$ cat src/rtl/div_pkg.sv
// Shared definitions for the iterative signed divider: state encoding,
// default operand width and the signed limit values derived from a width.
package div_pkg;

  localparam int SIZE_DEF = 16;

  typedef enum logic [1:0] {
    IDLE = 2'd0,
    CALC = 2'd1,
    FIX  = 2'd2,
    DONE = 2'd3
  } div_state_e;

  // Most negative two's complement value of the given width, zero-extended to 64 bits.
  function automatic logic [63:0] min_val(input int size);
    return 64'(1) << (size - 1);
  endfunction

  function automatic logic [63:0] max_val(input int size);
    return (64'(1) << (size - 1)) - 64'(1);
  endfunction

endpackage

$ cat src/rtl/div_step.sv
// One combinational restoring-division step: shift the next dividend bit into
// the partial remainder and subtract the divisor magnitude when it fits.
module div_step #(
  parameter int SIZE = 16
) (
  input  logic [SIZE:0] r_i,
  input  logic [SIZE:0] bmag_i,
  input  logic          bit_i,
  output logic [SIZE:0] r_next_o,
  output logic          q_bit_o
);

  logic [SIZE+1:0] r_shift;
  logic [SIZE+1:0] b_ext;

  always_comb begin
    r_shift  = {r_i, bit_i};
    b_ext    = {1'b0, bmag_i};
    q_bit_o  = (r_shift >= b_ext);
    r_next_o = (SIZE+1)'(q_bit_o ? (r_shift - b_ext) : r_shift);
  end

endmodule

$ cat src/rtl/div_iter.sv
// Iterative signed restoring divider: one quotient bit per cycle, MSB first,
// truncating toward zero. Define DIV_REMAINDER_EN to add the signed rem output.
module div_iter
  import div_pkg::*;
#(
  parameter int SIZE  = SIZE_DEF,
  parameter int CNT_W = 5
) (
  input  logic            clk,
  input  logic            rst_n,
  input  logic            in_valid,
  output logic            in_ready,
  input  logic [SIZE-1:0] a,
  input  logic [SIZE-1:0] b,
  output logic            out_valid,
  input  logic            out_ready,
  output logic [SIZE-1:0] q,
  output logic            div0,
  output logic            ovf
`ifdef DIV_REMAINDER_EN
  ,
  output logic [SIZE-1:0] rem
`endif
);

  localparam logic [SIZE-1:0]  MIN_V    = SIZE'(min_val(SIZE));
  localparam logic [SIZE-1:0]  MAX_V    = SIZE'(max_val(SIZE));
  localparam logic [SIZE-1:0]  NEG1_V   = '1;
  localparam logic [CNT_W-1:0] LAST_CNT = CNT_W'(SIZE - 1);

  div_state_e       state_q;
  logic [CNT_W-1:0] cnt_q;
  logic [SIZE-1:0]  dvd_q;
  logic [SIZE:0]    bmag_q;
  logic [SIZE:0]    r_q;
  logic [SIZE-1:0]  quo_q;
  logic             sgnq_q;
  logic             sgnr_q;
  logic [SIZE-1:0]  q_q;
  logic             div0_q;
  logic             ovf_q;
  logic             out_valid_q;

  logic [SIZE-1:0]  amag_d;
  logic [SIZE:0]    b_ext;
  logic [SIZE:0]    bmag_d;
  logic [SIZE:0]    r_next;
  logic             q_bit;
  logic [SIZE-1:0]  q_d;

`ifdef DIV_REMAINDER_EN
  logic [SIZE-1:0]  rem_q;
  logic [SIZE-1:0]  rem_d;
`endif

  // |MIN| still fits in SIZE unsigned bits, so the dividend shifter needs no extra bit.
  always_comb begin
    amag_d = a[SIZE-1] ? -a : a;
    b_ext  = {b[SIZE-1], b};
    bmag_d = b[SIZE-1] ? -b_ext : b_ext;
  end

  div_step #(
    .SIZE (SIZE)
  ) u_step (
    .r_i      (r_q),
    .bmag_i   (bmag_q),
    .bit_i    (dvd_q[SIZE-1]),
    .r_next_o (r_next),
    .q_bit_o  (q_bit)
  );

  // With a zero divisor every step keeps the shifted remainder, so r ends up
  // holding |a| and the sign fix below reproduces a as the remainder.
  always_comb begin
    if (div0_q) begin
      q_d = sgnr_q ? MIN_V : MAX_V;
    end else begin
      q_d = sgnq_q ? -quo_q : quo_q;
    end
`ifdef DIV_REMAINDER_EN
    rem_d = sgnr_q ? -r_q[SIZE-1:0] : r_q[SIZE-1:0];
`endif
  end

  always_ff @(posedge clk or negedge rst_n) begin
    if (!rst_n) begin
      state_q     <= IDLE;
      cnt_q       <= '0;
      dvd_q       <= '0;
      bmag_q      <= '0;
      r_q         <= '0;
      quo_q       <= '0;
      sgnq_q      <= 1'b0;
      sgnr_q      <= 1'b0;
      q_q         <= '0;
      div0_q      <= 1'b0;
      ovf_q       <= 1'b0;
      out_valid_q <= 1'b0;
`ifdef DIV_REMAINDER_EN
      rem_q       <= '0;
`endif
    end else begin
      case (state_q)
        IDLE: begin
          if (in_valid) begin
            dvd_q   <= amag_d;
            bmag_q  <= bmag_d;
            r_q     <= '0;
            quo_q   <= '0;
            cnt_q   <= '0;
            sgnq_q  <= a[SIZE-1] ^ b[SIZE-1];
            sgnr_q  <= a[SIZE-1];
            div0_q  <= (b == '0);
            ovf_q   <= (a == MIN_V) && (b == NEG1_V);
            state_q <= CALC;
          end
        end
        CALC: begin
          r_q   <= r_next;
          quo_q <= {quo_q[SIZE-2:0], q_bit};
          dvd_q <= {dvd_q[SIZE-2:0], 1'b0};
          cnt_q <= cnt_q + CNT_W'(1);
          if (cnt_q == LAST_CNT) begin
            state_q <= FIX;
          end
        end
        FIX: begin
          q_q         <= q_d;
`ifdef DIV_REMAINDER_EN
          rem_q       <= rem_d;
`endif
          out_valid_q <= 1'b1;
          state_q     <= DONE;
        end
        DONE: begin
          if (out_ready) begin
            out_valid_q <= 1'b0;
            state_q     <= IDLE;
          end
        end
        default: state_q <= IDLE;
      endcase
    end
  end

  assign in_ready  = (state_q == IDLE);
  assign out_valid = out_valid_q;
  assign q         = q_q;
  assign div0      = div0_q;
  assign ovf       = ovf_q;
`ifdef DIV_REMAINDER_EN
  assign rem       = rem_q;
`endif

endmodule

$ cat config.mk
export PLATFORM = sky130hd
export DESIGN_NAME = div_iter
export DESIGN_NICKNAME = d
export VERILOG_FILES = /design/src/rtl/div_pkg.sv /design/src/rtl/div_step.sv /design/src/rtl/div_iter.sv
export SDC_FILE = /design/constraint.sdc
export NUM_CORES = 1
export LEC_CHECK = 0
export ABC_CLOCK_PERIOD_IN_PS = 3400
export CAP_MARGIN = 15
export CORE_UTILIZATION = 39
export DETAILED_ROUTE_END_ITERATION = 8
export PLACE_DENSITY_LB_ADDON = 0.3
export SLEW_MARGIN = 20
export SYNTH_ARGS = -nofsm -noshare
export SYNTH_HDL_FRONTEND = slang
export SYNTH_SLANG_ARGS = --single-unit
$ cat constraint.sdc
create_clock -name clk -period 3.4 [get_ports clk]
set_clock_uncertainty 0.05 [all_clocks]
set_input_delay 0.68 -clock clk [delete_from_list [all_inputs] [get_ports clk]]
set_output_delay 0.68 -clock clk [all_outputs]
set_load 0.01 [all_outputs]
==> metrics.md, run 1 <==
| Metric | Value |
|---|---|
| Status | finished with violations |
| Violated checks | design-rule violations |
| Die Y | 125.6 um |
| DIE WIDTH | 125.6 um |
| Fraction of layout cells with a size suffix above 1 | 0.05357 |
| P_int | 3601 uW |
| Max incr delay on CP | 0.43 ns |
| Yosys top cell by area | dfrtp_1 |
| Top cell type's share of synthesized area | 0.3949 |
| Main area contributors after synthesis | dfrtp_1 (39%), o21ai_0 (6.5%), ha_1 (5.7%) |
| Design area | 0.006994 mm2 |
| Layout area overhead | 17.41% |
| Worst-path clk slew | 0.07 ns |
| Final Hold Fails | 0 |
| Drt pass-1 iters | 7 |
| Setup WS pre-CTS | 0.1988 ns |
| # diodes | 0 |
| CP required | 3.58 ns |
| Die area | 0.01577 mm2 |
| Root buf cell | clkbuf_16 |
| Clk pwr share | 0.148 |
| Reg-to-reg endpoint | r_q[0] |
| Mapped cell area | 0.005957 mm2 |
| Cts-stage hold buffer count | 0 |
| Sequential Power Share | 0.284 |
| CTS buffer count | 9 |
| Top-count cell post-synth | dfrtp_1 |
| Slew HR | 0.3684 |
| Synth cell types | 59 |
| Stages on the worst setup path | 8 |
| CP Cell Sequence | ha_1, fa_1, nand2b_1, a21o_1, a21oi_1, o21a_1, nor2_1, o311ai_0 |
| Pin count of the biggest net entering global routing | 62 |
| Type of element capturing the critical path | register |
| Worst-Skew Late Latency | 0.35 ns |
| Count of cells resized by post-cts repair | 0 |
| Max Cap Viol | 0 |
| Via count | 5131 |
| Sw Pwr | 2989 uW |
| Placed Area | 0.006709 mm2 |
| I/O Buffers | 55 |
| Top_reg_cell synth | dfrtp_1 |
| Antenna Nets Post-Route | 0 |
| Routed wire length | 14110 um |
| Syn Area/Cell | 8.722 um2 |
| Setup repair after global routing missed its margin | false |
| Rows | 44 |
| WP buf/inv | 0 |
| Final setup fails | 0 |
| Post-detail-place hpwl | 10290 um |
| Post-synthesis cell count | 683 |
| Final #Nets | 787 |
| TritonCTS clock tree | built |
| Total core area | 0.01470 mm2 |
| Hold_ws | 0.2226 ns |
| Comb pwr share | 0.568 |
| Register area share after synthesis | 0.3949 |
| Crit Path Max Fanout | 7 |
| Hold crit path type | input port to async pin |
| Final WS setup | 0.4696 ns |
| Leakage dissipation | 0.002976 uW |
| Clock Path Buffers | 2 |
| DR iter-0 viols | 288 |
| CTS Sinks | 94 |
| Power per cell area | 942.2 mW/mm2 |
| Sw Share | 0.4536 |
| Initial Util | 0.4053 |
| WS Path Type | register to register |
| Slowest cell on crit path | a21oi_1 |
| Total congestion overflow | 0 |
| Family with the most delay on the worst path | compound AO/OA/AOI/OAI gates |
| Register-to-register setup slack | 0.47 ns |
| Setup bufs post-CTS | 0 |
| Final min period | 2.930 ns |
| Final period util | 0.8619 |
| Setup TNS | 0 ns |
| R2R cell count | 8 |
| Peak VDD IR | 349.7 uV |
| Final Max Tran Viols | 0 |
| DRC viols | 4 |
| Finished Layout Cells | 912 |
| Worst setup SP type | register |
| Vias in the first global route | 4856 |
| Reg-to-Reg Start | bmag_q[0] |
| Crit path DAT | 3.11 ns |
| Number of flops mapped to enable cells by yosys | 0 |
| Via density | 5.626 |
| GRT Total Usage | 0.1869 |
| Placed insts | 896 |
| # IOs | 56 |
| F_max | 0.3412 GHz |
| Antenna violations before repair | 0 |
| Synthesized flop and latch total | 94 |
| Asr flop ratio synth | 1.000 |
| Synth cell count leaders | dfrtp_1 (94), nand2_1 (81), o21ai_0 (77) |
| First-pass GRT wire length | 23700 um |
| Worst Setup EP | r_q[0] |
| Syn Nets | 747 |
| CP Launch Point | bmag_q[0] |
| H-tree level count | 3 |
| WL/cell | 15.47 um |
| Actual slew at the worst max-slew pin | 0.9468 ns |
| Final GP Congestion | 0.8774 |
| Syn. warnings | 0 |
[worst min-delay path by stage]
stage | start | end | cells past startpoint
final | rst_n | q[9] | 1
after global routing | rst_n | q[15] | 1
after CTS | rst_n | q[15] | 1
after detailed placement | dvd_q[8] | dvd_q[8] | 2
after global placement | cnt_q[4] | cnt_q[4] | 2
after floorplan | rst_n | bmag_q[0] | 0
[power by group through the flow]
stage	Combinational [uW]	Sequential [uW]	Clock [uW]
floorplan	2710	1810	0
global placement	3610	1870	0
detailed placement	3700	1890	0
CTS	3720	1870	1000
global route	4180	1930	1050
finish	3750	1870	973
[through the flow]
stage,utilization,power (uW)
6_report,0.4758,6590
5_1_grt,0.4758,7153
4_1_cts,0.4756,6598
2_1_floorplan,-,4525
3_5_place_dp,0.4564,5593
3_3_place_gp,0.4564,5481
[state kept, by name, indices dropped and copies added (netlist names)]
signal / count
sgnr_q: 1
sgnq_q: 1
div0: 1
ovf: 1
state_q: 2
cnt_q: 5
q: 16
bmag_q: 17
out_valid: 1
r_q: 17
quo_q: 16
dvd_q: 16
[cell families after synthesis]
| group | share of synthesized area |
|---|---|
| simple gates | 0.1775 |
| compound gates | 0.2264 |
| flops | 0.3949 |
| buf+inv | 0.05209 |
| xor+xnor | 0.07057 |
| fa+ha+maj | 0.06007 |
| mux | 0.01848 |
[cell type report]
cell class	count	area, um2
fill	1424	7705
clock buffer	10	229.0
multi-input combinational	508	3309
inverter	44	165.2
sequential	94	2352
tap	184	230.2
clock inverter	6	52.55
timing repair buffer	66	655.6
[placed cells by master (no fill, tap or decap), drive strengths merged, types with 4 or more instances in the layout]
cell and n:
o211ai 19, a22o 15, nand3 11, clkdlybuf4s50 54, xnor2 26, ha 27, a31oi 4, or2 4
nand2 81, mux2i 11, o31ai 10, inv 47, o41ai 8, and3 4, nor2b 5, a22oi 10
o21ai 79, clkbuf 10, or4 6, xor2 22, nor3 8, nand2b 14, a21oi 32, dfrtp 94
o22ai 5, nor2 30, nand4 21, and2 5, or3 10, a21o 7, buf 12
[per-layer routing]
| metal | global-route usage | share of wire | up-vias |
|---|---|---|---|
| met5 | 0 | 0 | - |
| met4 | 0.05022 | 0.011 | 0 |
| met3 | 0.03594 | 0.046 | 13 |
| met2 | 0.2987 | 0.46 | 117 |
| met1 | 0.2584 | 0.48 | 2458 |
| li1 | - | - | 2543 |
Power figures use the tool's default switching activity.
==> run 2: changes to the inputs <==
Settings changed: PLACE_DENSITY set to 0.57, PLACE_DENSITY_LB_ADDON 0.3 to not set.
==> run 2 against run 1 <==
  * Register-to-register slack gained 0.04 ns
  * Critical endpoint is now r_q[13]
  * Maximum frequency rose by 1.5%
  * Sequential share of layout area decreased by 0.23 points
  * Non-clock buffer count grew 7
  * Largest cell class unchanged
  * Via count about the same
  * Hold slack improved by 0.13 ns
  * Flip-flop and latch count did not move
  * Critical path type unchanged
  * Critical path depth increased by 1
  * Setup slack improved by 0.042 ns
  * Sequential power hardly changed
  * The run still ends with design-rule violations left
  * Clock-buffer cell count unchanged
  * Highest routed layer unchanged
==> metrics.md, run 2 (synthesis results as in run 1) <==
| Metric | Value |
|---|---|
| Peak VDD IR | 322.9 uV |
| Crit path DAT | 3.05 ns |
| Clock Path Buffers | 2 |
| Worst-Skew Late Latency | 0.36 ns |
| Final #Nets | 794 |
| Sequential Power Share | 0.278 |
| Count of cells resized by post-cts repair | 0 |
| Status | finished with violations |
| Die Y | 125.6 um |
| Crit Path Max Fanout | 8 |
| Total core area | 0.01470 mm2 |
| Setup bufs post-CTS | 0 |
| Setup repair after global routing missed its margin | false |
| Sw Pwr | 3013 uW |
| I/O Buffers | 55 |
| Max Cap Viol | 0 |
| Hold crit path type | input port to async pin |
| Post-detail-place hpwl | 10560 um |
| Final Max Tran Viols | 0 |
| Pin count of the biggest net entering global routing | 62 |
| Final GP Congestion | 0.9171 |
| First-pass GRT wire length | 24650 um |
| Power per cell area | 954.7 mW/mm2 |
| Routed wire length | 14450 um |
| Comb pwr share | 0.563 |
| Type of element capturing the critical path | register |
| Fraction of layout cells with a size suffix above 1 | 0.06122 |
| Cts-stage hold buffer count | 0 |
| Most common cell after layout, fill and taps aside | dfrtp_1 |
| Final min period | 2.888 ns |
| Slew HR | 0.4729 |
| Final period util | 0.8494 |
| Final setup fails | 0 |
| P_int | 3710 uW |
| Layout area overhead | 18.21% |
| Largest registers | bmag_q (17), r_q (17) |
| F_max | 0.3463 GHz |
| Vias in the first global route | 4921 |
| DIE WIDTH | 125.6 um |
| Violated checks | design-rule violations |
| Worst setup SP type | register |
| CP required | 3.56 ns |
| Sw Share | 0.4482 |
| Setup TNS | 0 ns |
| Via density | 5.589 |
| Total congestion overflow | 0 |
| Actual slew at the worst max-slew pin | 0.7907 ns |
| Root buf cell | clkbuf_16 |
| Via count | 5136 |
| Die area | 0.01577 mm2 |
| # diodes | 0 |
| CTS buffer count | 9 |
| WS Path Type | register to register |
| # IOs | 56 |
| TritonCTS clock tree | built |
| Final WS setup | 0.5121 ns |
| Final Hold Fails | 0 |
| WL/cell | 15.73 um |
| Rows | 44 |
| Drt pass-1 iters | 7 |
| Most frequent cells in the layout | dfrtp_1 (94), nand2_1 (81), o21ai_0 (76) |
| Initial Util | 0.4053 |
| Leakage dissipation | 0.003018 uW |
| Antenna Nets Post-Route | 0 |
| GRT Total Usage | 0.1958 |
| CTS Sinks | 94 |
| DR iter-0 viols | 327 |
| Setup WS pre-CTS | 0.1983 ns |
| Antenna violations before repair | 0 |
| R2R cell count | 9 |
| DRC viols | 1 |
| H-tree level count | 3 |
| Worst-path clk slew | 0.07 ns |
| Clk pwr share | 0.159 |
-- run 2: worst paths after layout --
| path | slack, ns | from | to |
|---|---|---|---|
| setup / recovery | 0.51 | bmag_q[0] | r_q[13] |
| hold / removal | 0.35 | rst_n | q[8] |
| setup reg to reg | 0.51 | bmag_q[0] | r_q[13] |
| hold reg to reg | 0.43 | dvd_q[6] | dvd_q[6] |
| max in group asynchronous | 2.21 | rst_n | bmag_q[0] |
| min in group clk | 0.43 | dvd_q[6] | dvd_q[6] |
-- run 2: power by group through the flow --
stage	logic, uW	clock network [uW]	registers (uW)
5_1_grt	4250	1150	1930
3_3_place_gp	3730	0	1870
2_1_floorplan	2710	0	1810
3_5_place_dp	3770	0	1890
4_1_cts	3790	1110	1870
6_report	3790	1070	1870
-- run 2: through the flow --
step	total power [uW]	cells	instance area, um2	hold WS (ns)	util
2_1_floorplan	4525	683	5957	0.3344	-
3_3_place_gp	5601	903	6736	0.4155	0.4583
3_5_place_dp	5657	903	6736	0.4221	0.4583
4_1_cts	6765	919	7042	0.3835	0.4791
5_1_grt	7333	919	7042	0.4165	0.4791
6_report	6723	919	7042	0.3529	0.4791
-- run 2: critical path, cell delays in order (launching register included) --
cell	delay, ns
dfrtp_1	0.38
ha_1	0.22
fa_1	0.39
nand2b_1	0.20
a21o_1	0.20
a21oi_1	0.38
o21ai_1	0.33
buf_4	0.28
a41oi_1	0.20
o21ai_0	0.10
-- run 2: area by class of cell --
type | instances | area, um2
fillers | 1435 | 7657
multi-input cells | 508 | 3306
flip-flops and latches | 94 | 2352
repair buffers | 73 | 683.2
well taps | 184 | 230.2
clock buffers | 10 | 229.0
inverters | 44 | 165.2
clock inverters | 6 | 76.32
-- run 2: metal layers --
layer | global-route usage | wire [um]
met5 | 0 | 0
met3 | 0.02824 | 419
met4 | 0.06671 | 242
met2 | 0.3026 | 6507
met1 | 0.2797 | 7282
